**src/rtl/lsu_pkg.sv**
```systemverilog
// Shared definitions for the load/store unit: op-field layout, size codes, FSM states.
package lsu_pkg;

  localparam int unsigned OP_W        = 4;
  localparam int unsigned OP_STORE    = 3;
  localparam int unsigned OP_UNSIGNED = 2;
  localparam int unsigned SZ_W        = 2;

  localparam logic [1:0] SZ_BYTE = 2'b00;
  localparam logic [1:0] SZ_HALF = 2'b01;
  localparam logic [1:0] SZ_WORD = 2'b10;
  localparam logic [1:0] SZ_RSVD = 2'b11;

  localparam int unsigned ST_W = 3;
  localparam logic [2:0] IDLE = 3'd0;
  localparam logic [2:0] RD   = 3'd1;
  localparam logic [2:0] DATA = 3'd2;
  localparam logic [2:0] WR   = 3'd3;
  localparam logic [2:0] RESP = 3'd4;

  function automatic logic [SZ_W-1:0] op_size(input logic [OP_W-1:0] op);
    return op[SZ_W-1:0];
  endfunction

endpackage

```
**src/rtl/lsu_lane_unit.sv**
```systemverilog
// Big-endian lane extraction (sign/zero extended) and sub-word store merge.
module lsu_lane_unit
  import lsu_pkg::*;
#(
  parameter int unsigned WIDTH = 32
) (
  input  logic [WIDTH-1:0] word,
  input  logic [WIDTH-1:0] wdata,
  input  logic [SZ_W-1:0]  size,
  input  logic             uns,
  input  logic [1:0]       off,
  output logic [WIDTH-1:0] load_data_c,
  output logic [WIDTH-1:0] merge_data_c
);

  logic [4:0]  byte_sh;
  logic [4:0]  half_sh;
  logic [7:0]  byte_v;
  logic [15:0] half_v;

  // Offset 0 is the most significant lane, so the shift is (3 - off) lanes.
  assign byte_sh = {~off, 3'b000};
  assign half_sh = {~off[1], 4'b0000};
  assign byte_v  = word[byte_sh +: 8];
  assign half_v  = word[half_sh +: 16];

  always_comb begin
    load_data_c  = word;
    merge_data_c = wdata;
    case (size)
      SZ_BYTE: begin
        load_data_c  = uns ? WIDTH'(byte_v) : {{(WIDTH-8){byte_v[7]}}, byte_v};
        merge_data_c = (word & ~(WIDTH'(8'hFF) << byte_sh)) | (WIDTH'(wdata[7:0]) << byte_sh);
      end
      SZ_HALF: begin
        load_data_c  = uns ? WIDTH'(half_v) : {{(WIDTH-16){half_v[15]}}, half_v};
        merge_data_c = (word & ~(WIDTH'(16'hFFFF) << half_sh)) | (WIDTH'(wdata[15:0]) << half_sh);
      end
      default: begin
        load_data_c  = word;
        merge_data_c = wdata;
      end
    endcase
  end

endmodule

```
**src/rtl/load_store_unit.sv**
```systemverilog
// Load/store stage in front of a word-wide data memory; sub-word stores use read-modify-write.
// Optional macro LSU_MISALIGN_TRAP_EN: misaligned half/word accesses respond with an error.
module load_store_unit
  import lsu_pkg::*;
#(
  parameter int unsigned WIDTH  = 32,
  parameter int unsigned ADDR_W = 32
) (
  input  logic              clk,
  input  logic              rst_n,
  input  logic              req_valid,
  output logic              req_ready,
  input  logic [OP_W-1:0]   req_op,
  input  logic [ADDR_W-1:0] req_addr,
  input  logic [WIDTH-1:0]  req_wdata,
  output logic              resp_valid,
  output logic [WIDTH-1:0]  resp_rdata,
  output logic              resp_err,
  output logic [ADDR_W-1:0] mem_rd_addr,
  output logic [ADDR_W-1:0] mem_wr_addr,
  output logic [WIDTH-1:0]  mem_wr_data,
  output logic              mem_write,
  output logic              mem_read,
  input  logic [WIDTH-1:0]  mem_rd_data
);

  logic [ST_W-1:0]   state, state_d;
  logic [OP_W-1:0]   op_q, op_d;
  logic [ADDR_W-1:0] addr_q, addr_d;
  logic [WIDTH-1:0]  wdata_q, wdata_d;
  logic              resp_valid_d, resp_err_d, mem_read_d, mem_write_d;
  logic [WIDTH-1:0]  resp_rdata_d, mem_wr_data_d;
  logic [ADDR_W-1:0] mem_rd_addr_d, mem_wr_addr_d;
  logic              bad_c;
  logic [ADDR_W-1:0] aligned_c;
  logic [WIDTH-1:0]  load_data_c, merge_data_c;

  assign req_ready = (state == IDLE);

  // Request admission: reserved size always errors; misalignment traps or is aligned away.
  always_comb begin
    aligned_c = req_addr;
`ifdef LSU_MISALIGN_TRAP_EN
    bad_c = (op_size(req_op) == SZ_RSVD)
          || ((op_size(req_op) == SZ_HALF) && req_addr[0])
          || ((op_size(req_op) == SZ_WORD) && (req_addr[1:0] != 2'b00));
`else
    bad_c = (op_size(req_op) == SZ_RSVD);
    if (op_size(req_op) == SZ_HALF) aligned_c[0]   = 1'b0;
    if (op_size(req_op) == SZ_WORD) aligned_c[1:0] = 2'b00;
`endif
  end

  lsu_lane_unit #(.WIDTH(WIDTH)) u_lane (
    .word         (mem_rd_data),
    .wdata        (wdata_q),
    .size         (op_size(op_q)),
    .uns          (op_q[OP_UNSIGNED]),
    .off          (addr_q[1:0]),
    .load_data_c  (load_data_c),
    .merge_data_c (merge_data_c)
  );

  // Next state plus next values of every registered output.
  always_comb begin
    state_d       = state;
    op_d          = op_q;
    addr_d        = addr_q;
    wdata_d       = wdata_q;
    resp_valid_d  = 1'b0;
    resp_err_d    = 1'b0;
    resp_rdata_d  = '0;
    mem_read_d    = 1'b0;
    mem_write_d   = 1'b0;
    mem_rd_addr_d = mem_rd_addr;
    mem_wr_addr_d = mem_wr_addr;
    mem_wr_data_d = mem_wr_data;
    case (state)
      IDLE: begin
        if (req_valid) begin
          op_d    = req_op;
          addr_d  = aligned_c;
          wdata_d = req_wdata;
          if (bad_c) begin
            state_d      = RESP;
            resp_valid_d = 1'b1;
            resp_err_d   = 1'b1;
          end else if (req_op[OP_STORE] && (op_size(req_op) == SZ_WORD)) begin
            state_d       = WR;
            mem_write_d   = 1'b1;
            mem_wr_addr_d = ADDR_W'(aligned_c >> 2);
            mem_wr_data_d = req_wdata;
          end else begin
            state_d       = RD;
            mem_read_d    = 1'b1;
            mem_rd_addr_d = ADDR_W'(aligned_c >> 2);
          end
        end
      end
      RD: state_d = DATA;
      DATA: begin
        if (op_q[OP_STORE]) begin
          state_d       = WR;
          mem_write_d   = 1'b1;
          mem_wr_addr_d = ADDR_W'(addr_q >> 2);
          mem_wr_data_d = merge_data_c;
        end else begin
          state_d      = RESP;
          resp_valid_d = 1'b1;
          resp_rdata_d = load_data_c;
        end
      end
      WR: begin
        state_d      = RESP;
        resp_valid_d = 1'b1;
      end
      RESP:    state_d = IDLE;
      default: state_d = IDLE;
    endcase
  end

  always_ff @(posedge clk) begin
    if (!rst_n) begin
      state       <= IDLE;
      op_q        <= '0;
      addr_q      <= '0;
      wdata_q     <= '0;
      resp_valid  <= 1'b0;
      resp_err    <= 1'b0;
      resp_rdata  <= '0;
      mem_read    <= 1'b0;
      mem_write   <= 1'b0;
      mem_rd_addr <= '0;
      mem_wr_addr <= '0;
      mem_wr_data <= '0;
    end else begin
      state       <= state_d;
      op_q        <= op_d;
      addr_q      <= addr_d;
      wdata_q     <= wdata_d;
      resp_valid  <= resp_valid_d;
      resp_err    <= resp_err_d;
      resp_rdata  <= resp_rdata_d;
      mem_read    <= mem_read_d;
      mem_write   <= mem_write_d;
      mem_rd_addr <= mem_rd_addr_d;
      mem_wr_addr <= mem_wr_addr_d;
      mem_wr_data <= mem_wr_data_d;
    end
  end

endmodule

```
**config.mk**
```make
export PLATFORM = sky130hd
export DESIGN_NAME = load_store_unit
export DESIGN_NICKNAME = d
export VERILOG_FILES = /design/src/rtl/lsu_pkg.sv /design/src/rtl/lsu_lane_unit.sv /design/src/rtl/load_store_unit.sv
export SDC_FILE = /design/constraint.sdc
export NUM_CORES = 1
export LEC_CHECK = 0
export CORE_UTILIZATION = 23
export CTS_CLUSTER_DIAMETER = 30
export DETAILED_ROUTE_END_ITERATION = 7
export PLACE_DENSITY = 0.48
export SYNTH_ARGS = -nofsm -noshare
export SYNTH_HDL_FRONTEND = slang
export SYNTH_SLANG_ARGS = --single-unit
export TNS_END_PERCENT = 5
```
**constraint.sdc**
```tcl
create_clock -name clk -period 1.8 [get_ports clk]
set_input_delay 0.18 -clock clk [delete_from_list [all_inputs] [get_ports clk]]
set_output_delay 0.18 -clock clk [all_outputs]
set_load 0.01 [all_outputs]
```
==> summary.txt, run 1 <==
Floorplan
  – Core area: 0.03670 sq mm
  – I/O pins: 236
  – Row cnt: 70
  – Die footprint: 0.03825 sq mm
  – Initial core utilization: 23.48%
  – Die height: 195.6 um
  – Die W: 195.6 um

STA
  – Fmax: 585.4 MHz
  – Final setup fails: 0
  – Worst slew pin tran: 670.6 ps
  – Period utilization: 94.90%
  – Fin. Hold Viols: 0
  – Fin. max-slew vios: 0
  – Hold Worst Slack: 227.4 ps
  – Clock skew: 13.36 ps
  – RSZ-0062 raised after global routing: true
  – Setup tns final: 0 ps
  – Minimum clock period: 1708 ps
  – Slew headroom: 55.29%

Placed design
  – GP Congestion: 0.8108
  – DP Area: 0.01177 sq mm
  – Port Buffer Count: 231
  – DP HPWL: 21,910 um

GRT
  – Total GRT Usage: 16.29%
  – Initial antenna violation count: 0
  – Vias in the first global route: 8,052
  – Grt ovf: 0
  – First-pass GRT wire length: 48,050 um
  – Largest net degree at the start of global routing: 135

Min path
  – Worst Hold Class: in2reg
  – Critical hold path startpoint: rst_n

Detailed routing
  – Vias: 8,367
  – Initial DRC count: 469
  – WL per Instance: 17.34 um
  – Drt total wl: 30,850 um
  – DRT antenna net count: 0
  – DRT Pass-1 Iters: 5
  – # DRC: 0
  – Vias per std cell: 4.703

Layout
  – Synth-to-layout area growth: 43.31%
  – Post-layout nets: 1,403
  – Multi-input logic area: 0.004209 sq mm
  – Ant diodes: 0
  – Register area: 0.003989 sq mm
  – Final instance area: 0.01235 sq mm
  – Layout fillers: 3,874
  – Layout cells sized above 1: 10.98%

Worst setup path
  – Cell count of the worst reg-to-reg path: 6
  – CP startpoint: state[1]
  – Worst R2R Start: state[1]
  – RR Endpoint: mem_wr_data[0]
  – FF-to-FF setup slack: 90 ps
  – CP Max Fanout: 30
  – Crit end category: register
  – Critical path data required time: 2150 ps
  – WS Path Type: reg2reg
  – Worst EP arrival: 2060 ps
  – CP endpoint: mem_wr_data[0]
  – Critical Path Start Type: register

Clock network
  – H-Tree Depth: 4
  – Max clock buf depth: 2
  – Worst-path clk slew: 80 ps
  – TritonCTS buffer count: 17
  – Worst-Skew Late Latency: 450 ps
  – CTS tree: built
  – Sinks on the clock net: 199
  – CTS root buf: clkbuf_16
  – Setup Buffers After CTS: 0

Synth
  – Synth Instances: 1,081
  – Register area share after synthesis: 46.23%
  – Top FF cell, synth: dfxtp_1
  – Yosys cell types: 44
  – Yosys warnings: 0
  – Async set-reset flop share out of synthesis: 0%
  – Syn_area_per_cell: 7.972 sq um
  – Post-synth EDFFs: 0
  – Synthesized flop and latch total: 199
  – Synthesized area: 0.008618 sq mm

Run
  – Max-cap violation count: 0

Pwr
  – Leakage: 4.332 nW
  – P_sw: 3.166 mW
  – VDD IR max: 0.7060 mV
  – Internal power: 7.699 mW
  – Clock Power Share: 34.1%
  – Switching Share: 29.14%
  – Reg power frac: 44.7%
  – Power, Total: 10.86 mW
  – Comb pwr share: 21.1%
  – Power per cell area: 879.7 mW/mm^2

Run status
  – Status: complete, no violations
worst min path at each step:
stage	cells after the start	slack, ps	endpoint
global placement	2	440	addr_q[16]
floorplan	1	300	resp_rdata[10]
finish	4	230	mem_wr_data[23]
CTS	4	210	mem_wr_data[23]
global route	4	240	mem_wr_data[22]
detailed placement	2	450	addr_q[17]
layout make-up:
class / count / area share (%)
clock inverter: 7 / 0.5977
sequential: 199 / 32.30
clock buffer: 23 / 3.789
tap: 468 / 4.741
timing repair buffer: 297 / 24.11
inverter: 12 / 0.3850
multi-input combinational: 773 / 34.08
Yosys cell counts, drive strengths merged (2+ instances only):
| cell | instances | area (sq um) |
|---|---|---|
| buf | 29 | 160.2 |
| inv | 12 | 45.04 |
| a211o | 2 | 17.52 |
| a21oi | 154 | 770.7 |
| or3 | 2 | 12.51 |
| nand2b | 5 | 31.28 |
| a221o | 6 | 60.06 |
| nor2 | 44 | 165.2 |
| dfxtp | 199 | 3984 |
| mux2i | 16 | 160.2 |
| mux2 | 39 | 439.2 |
| nor2b | 2 | 12.51 |
| a222oi | 7 | 70.07 |
| a31oi | 8 | 50.05 |
| nor4b | 2 | 32.53 |
| nand2 | 326 | 1224 |
| nor3b | 4 | 30.03 |
| o22ai | 22 | 137.6 |
| o32ai | 3 | 26.28 |
| clkbuf | 71 | 266.5 |
| a311oi | 30 | 262.8 |
| o21a | 6 | 45.04 |
| nor3 | 10 | 50.05 |
| o21ai | 27 | 135.1 |
| o211ai | 40 | 300.3 |
cell families (layout without fill, tap and decap cells):
family | after synthesis | count (layout) | synth area share (%)
DFF | 199 | 199 | 46.23
buffers and inverters | 112 | 339 | 5.473
and+or+nand+nor | 401 | 401 | 18.57
muxes | 56 | 56 | 7.215
other | 1 | 4 | 0.04351
AOI/OAI and AO/OA | 312 | 312 | 22.47
metrics by stage:
stage,cells,setup slack (ps),utilization [%]
2_1_floorplan,1084,97.91,-
3_3_place_gp,1749,-13.32,32.07
3_5_place_dp,1749,-75.23,32.07
4_1_cts,1779,27.75,33.56
5_1_grt,1779,-38.18,33.66
6_report,1779,91.79,33.66
worst max-delay path, cell delays in order (launching register included):
cell	delay [ps]
dfxtp_1	340
buf_6	130
nor3b_4	310
a22o_4	240
buf_12	190
o211ai_1	110
o32ai_1	250
placed cells by master (no fill, tap or decap), types with 3 or more instances in the layout:
cell             synthesis  routed
nand2_1                326     325
clkdlybuf4s50_1          0     229
dfxtp_1                199     197
a21oi_1                154     154
buf_4                    8      47
nor2_1                  44      44
o211ai_1                40      40
mux2_2                  39      39
a311oi_1                30      30
o21ai_0                 27      27
o22ai_1                 22      22
clkbuf_16                0      17
mux2i_1                 16      16
buf_12                   0      12
inv_1                   11      11
nor3_1                  10       8
a31oi_1                  8       8
a222oi_1                 7       7
buf_6                    0       7
o21a_1                   6       6
a221o_1                  6       6
nand2b_1                 5       5
conb_1                   1       4
clkinvlp_4               0       4
clkbuf_1                71       4
o32ai_1                  3       3
nor3b_1                  4       3
state kept, by name (all words and copies together), names as in the netlist, 3 cells and up:
signal and count:
mem_rd_addr 30, mem_wr_data 32, state 3, wdata_q 32, op_q 4, mem_wr_addr 30
addr_q 32, resp_rdata 32
power groups by stage:
stage,clock (mW),sequential (mW),combinational [mW]
2_1_floorplan,0,4.97,1.11
3_3_place_gp,0,4.95,2.28
3_5_place_dp,0,4.96,2.29
4_1_cts,3.86,4.86,2.31
5_1_grt,4.01,4.90,2.51
6_report,3.71,4.86,2.30
routing by layer:
layer / share of wire (%) / vias to the layer above / global-route usage [%]
met5: 0 / - / 0
met4: 2.9 / 0 / 6.416
li1: - / 4173 / -
met3: 7.9 / 36 / 6.028
met1: 46 / 3904 / 21.15
met2: 43 / 254 / 24.27
timing repair:
item / in CTS / in global routing
gates resized for setup: 3 / 9
hold buffers: 0 / 0
gates cloned: 0 / 0
pin swaps: 0 / 2
endpoints found under the setup margin: 11 / 73
(Power assumes the default switching activity.)
==> run 2, diff against run 1 <==
--- a/config.mk
+++ b/config.mk
@@ -8,7 +8,7 @@
 export CORE_UTILIZATION = 23
 export CTS_CLUSTER_DIAMETER = 30
 export DETAILED_ROUTE_END_ITERATION = 7
-export PLACE_DENSITY = 0.48
+export PLACE_DENSITY = 0.46
 export SYNTH_ARGS = -nofsm -noshare
 export SYNTH_HDL_FRONTEND = slang
 export SYNTH_SLANG_ARGS = --single-unit
==> constraint.sdc (replaced) <==
create_clock -name clk -period 1.85 [get_ports clk]
set_input_delay 0.185 -clock clk [delete_from_list [all_inputs] [get_ports clk]]
set_output_delay 0.185 -clock clk [all_outputs]
set_load 0.01 [all_outputs]
==> summary.txt, run 2 (same netlist as run 1, synthesis figures left out) <==
Pwr
  – Internal power: 7.714 mW (+0.19%)
  – VDD IR max: 0.6518 mV (-7.7%)
  – Reg power frac: 43.9% (-0.8 points)
  – Clock Power Share: 35.9% (+1.8 points)
  – Power, Total: 10.79 mW (-0.70%)
  – Comb pwr share: 20.2% (-0.9 points)
  – Leakage: 4.343 nW (+0.27%)
  – P_sw: 3.075 mW (-2.9%)
  – Switching Share: 28.50% (-0.64 points)
  – Power per cell area: 875.3 mW/mm^2 (-0.50%)

Clock network
  – CTS root buf: clkbuf_16
  – H-Tree Depth: 4 (unchanged)
  – Worst-Skew Late Latency: 450 ps (about the same)
  – TritonCTS buffer count: 17 (unchanged)
  – CTS tree: built
  – Worst-path clk slew: 70 ps (about the same)
  – Setup Buffers After CTS: 0 (unchanged)
  – Sinks on the clock net: 199 (unchanged)
  – Hold buffer count at CTS: 0 (unchanged)
  – Max clock buf depth: 2 (unchanged)

Floorplan
  – Row cnt: 70 (unchanged)
  – Die footprint: 0.03825 sq mm (unchanged)
  – I/O pins: 236 (unchanged)
  – Die height: 195.6 um (unchanged)
  – Die W: 195.6 um (unchanged)
  – Core area: 0.03670 sq mm (unchanged)
  – Initial core utilization: 23.48% (unchanged)

Worst setup path
  – Critical path data required time: 2180 ps (+30 ps)
  – WS Path Type: reg2reg
  – Crit path cell chain: o21ba_2, mux2_2, o21ai_0, a31oi_1
  – Critical Path Start Type: register
  – Buf+Inv Stages, Crit Path: 0 (-2)
  – Crit end category: register
  – CP top delay family: compound AO/OA/AOI/OAI gates
  – Slowest cell on crit path: dfxtp_1
  – CP Max Fanout: 9 (-70%)
  – Worst EP arrival: 2080 ps (+20 ps)
  – Slowest cell delay on critical path: 550 ps (+210 ps)

STA
  – Slew headroom: 63.46% (+8.2 points)
  – RSZ-0062 raised after global routing: true
  – Fin. max-slew vios: 0 (unchanged)
  – Clock skew: 12.79 ps (-0.5732 ps)
  – Final worst setup slack: 101.0 ps (+9.252 ps)
  – Setup tns final: 0 ps (unchanged)
  – Worst slew pin tran: 548.1 ps (-122.5 ps)
  – Minimum clock period: 1749 ps (+40.75 ps)
  – Hold Worst Slack: 245.3 ps (+17.87 ps)
  – Fin. Hold Viols: 0 (unchanged)
  – Period utilization: 94.54% (-0.36 points)
  – Fmax: 571.8 MHz (-2.3%)
  – Final setup fails: 0 (unchanged)

Placed design
  – DP HPWL: 22,410 um (+2.3%)
  – Inst Count DP: 1,746 (-0.17%)
  – Pre-CTS setup slack: -58.01 ps (+17.22 ps)
  – Port Buffer Count: 231 (unchanged)
  – GP Congestion: 0.7848 (-3.2%)
  – DP Area: 0.01170 sq mm (-0.55%)

Detailed routing
  – WL per Instance: 17.71 um (+2.1%)
  – Vias: 8,429 (+0.74%)
  – Drt total wl: 31,540 um (+2.2%)
  – DRT antenna net count: 0 (unchanged)
  – DRT Pass-1 Iters: 5 (unchanged)
  – # DRC: 0 (unchanged)
  – Initial DRC count: 529 (+13%)
  – Vias per std cell: 4.733 (+0.63%)

Layout
  – Most common cell after layout, fill and taps aside: nand2_1
  – Most frequent cells in the layout: nand2_1, clkdlybuf4s50_1, dfxtp_1
  – Layout cells sized above 1: 11.22% (+0.24 points)
  – Non-filler cells in the finished layout: 1,781 (+0.11%)
  – Final instance area: 0.01233 sq mm (-0.20%)
  – Synth-to-layout area growth: 43.02%
  – Post-layout nets: 1,400 (-0.21%)
  – Final Util: 33.59% (-0.068 points)

GRT
  – Initial antenna violation count: 4 (+4)
  – Largest net degree at the start of global routing: 104 (-23%)
  – Vias in the first global route: 8,059 (+0.087%)
  – Total GRT Usage: 16.53% (+0.25 points)
  – First-pass GRT wire length: 48,370 um (+0.66%)
  – Grt ovf: 0 (unchanged)

Min path
  – Worst Hold Class: in2reg

Run
  – Max-cap violation count: 0 (unchanged)

Run status
  – Status: complete, no violations
## run 2: cell types whose count changed in the layout (fill, tap and decap cells not counted), sizes merged
cell,change
clkinv,+2
buf,-3
diode,+3
clkbuf,+2
bufinv,+1
clkinvlp,-3
## run 2: area by class of cell
| type | count | area, sq um |
|---|---|---|
| diodes | 3 | 7.507 |
| clock buffers | 25 | 505.5 |
| clock inverters | 7 | 91.34 |
| fillers | 3863 | 24370 |
| inverters | 12 | 47.55 |
| multi-input cells | 773 | 4210 |
| flip-flops and latches | 199 | 3986 |
| well taps | 468 | 585.6 |
| repair buffers | 294 | 2892 |
## run 2: what timing repair did
action	CTS	global route
resized for setup	1	6
pin swaps	0	2
setup endpoints to repair	1	25
## run 2: path summary, 6_finish.rpt
path / cells after the start / from / to / slack (ps)
setup / recovery: 4 / op_q[0] / mem_wr_data[17] / 100
hold / removal: 4 / rst_n / mem_wr_data[21] / 250
setup reg to reg: 4 / op_q[0] / mem_wr_data[17] / 100
hold reg to reg: 2 / mem_rd_addr[23] / mem_rd_addr[23] / 450
## run 2: worst register-to-register path, stage by stage, from the launching register on
cell and delay (ps):
dfxtp_1 550, o21ba_2 360, mux2_2 390, o21ai_0 220
a31oi_1 110
## run 2: routing by layer
layer  share of wire, %  GRT usage (%)  vias up  wire [um]
li1                   -              -     4166          -
met1                 45          21.10     3958      14140
met2                 45          26.02      275      14120
met3                8.7          5.872       30       2744
met4                1.7          4.929        0        534
met5                  0              0        -          0
## run 2: power by group through the flow
stage               Sequential (mW)  Clock, mW  Combinational [mW]
global placement               4.83          0                2.20
floorplan                      4.83          0                1.07
finish                         4.73       3.87                2.18
CTS                            4.73       4.01                2.22
detailed placement             4.83          0                2.21
global route                   4.77       4.13                2.41
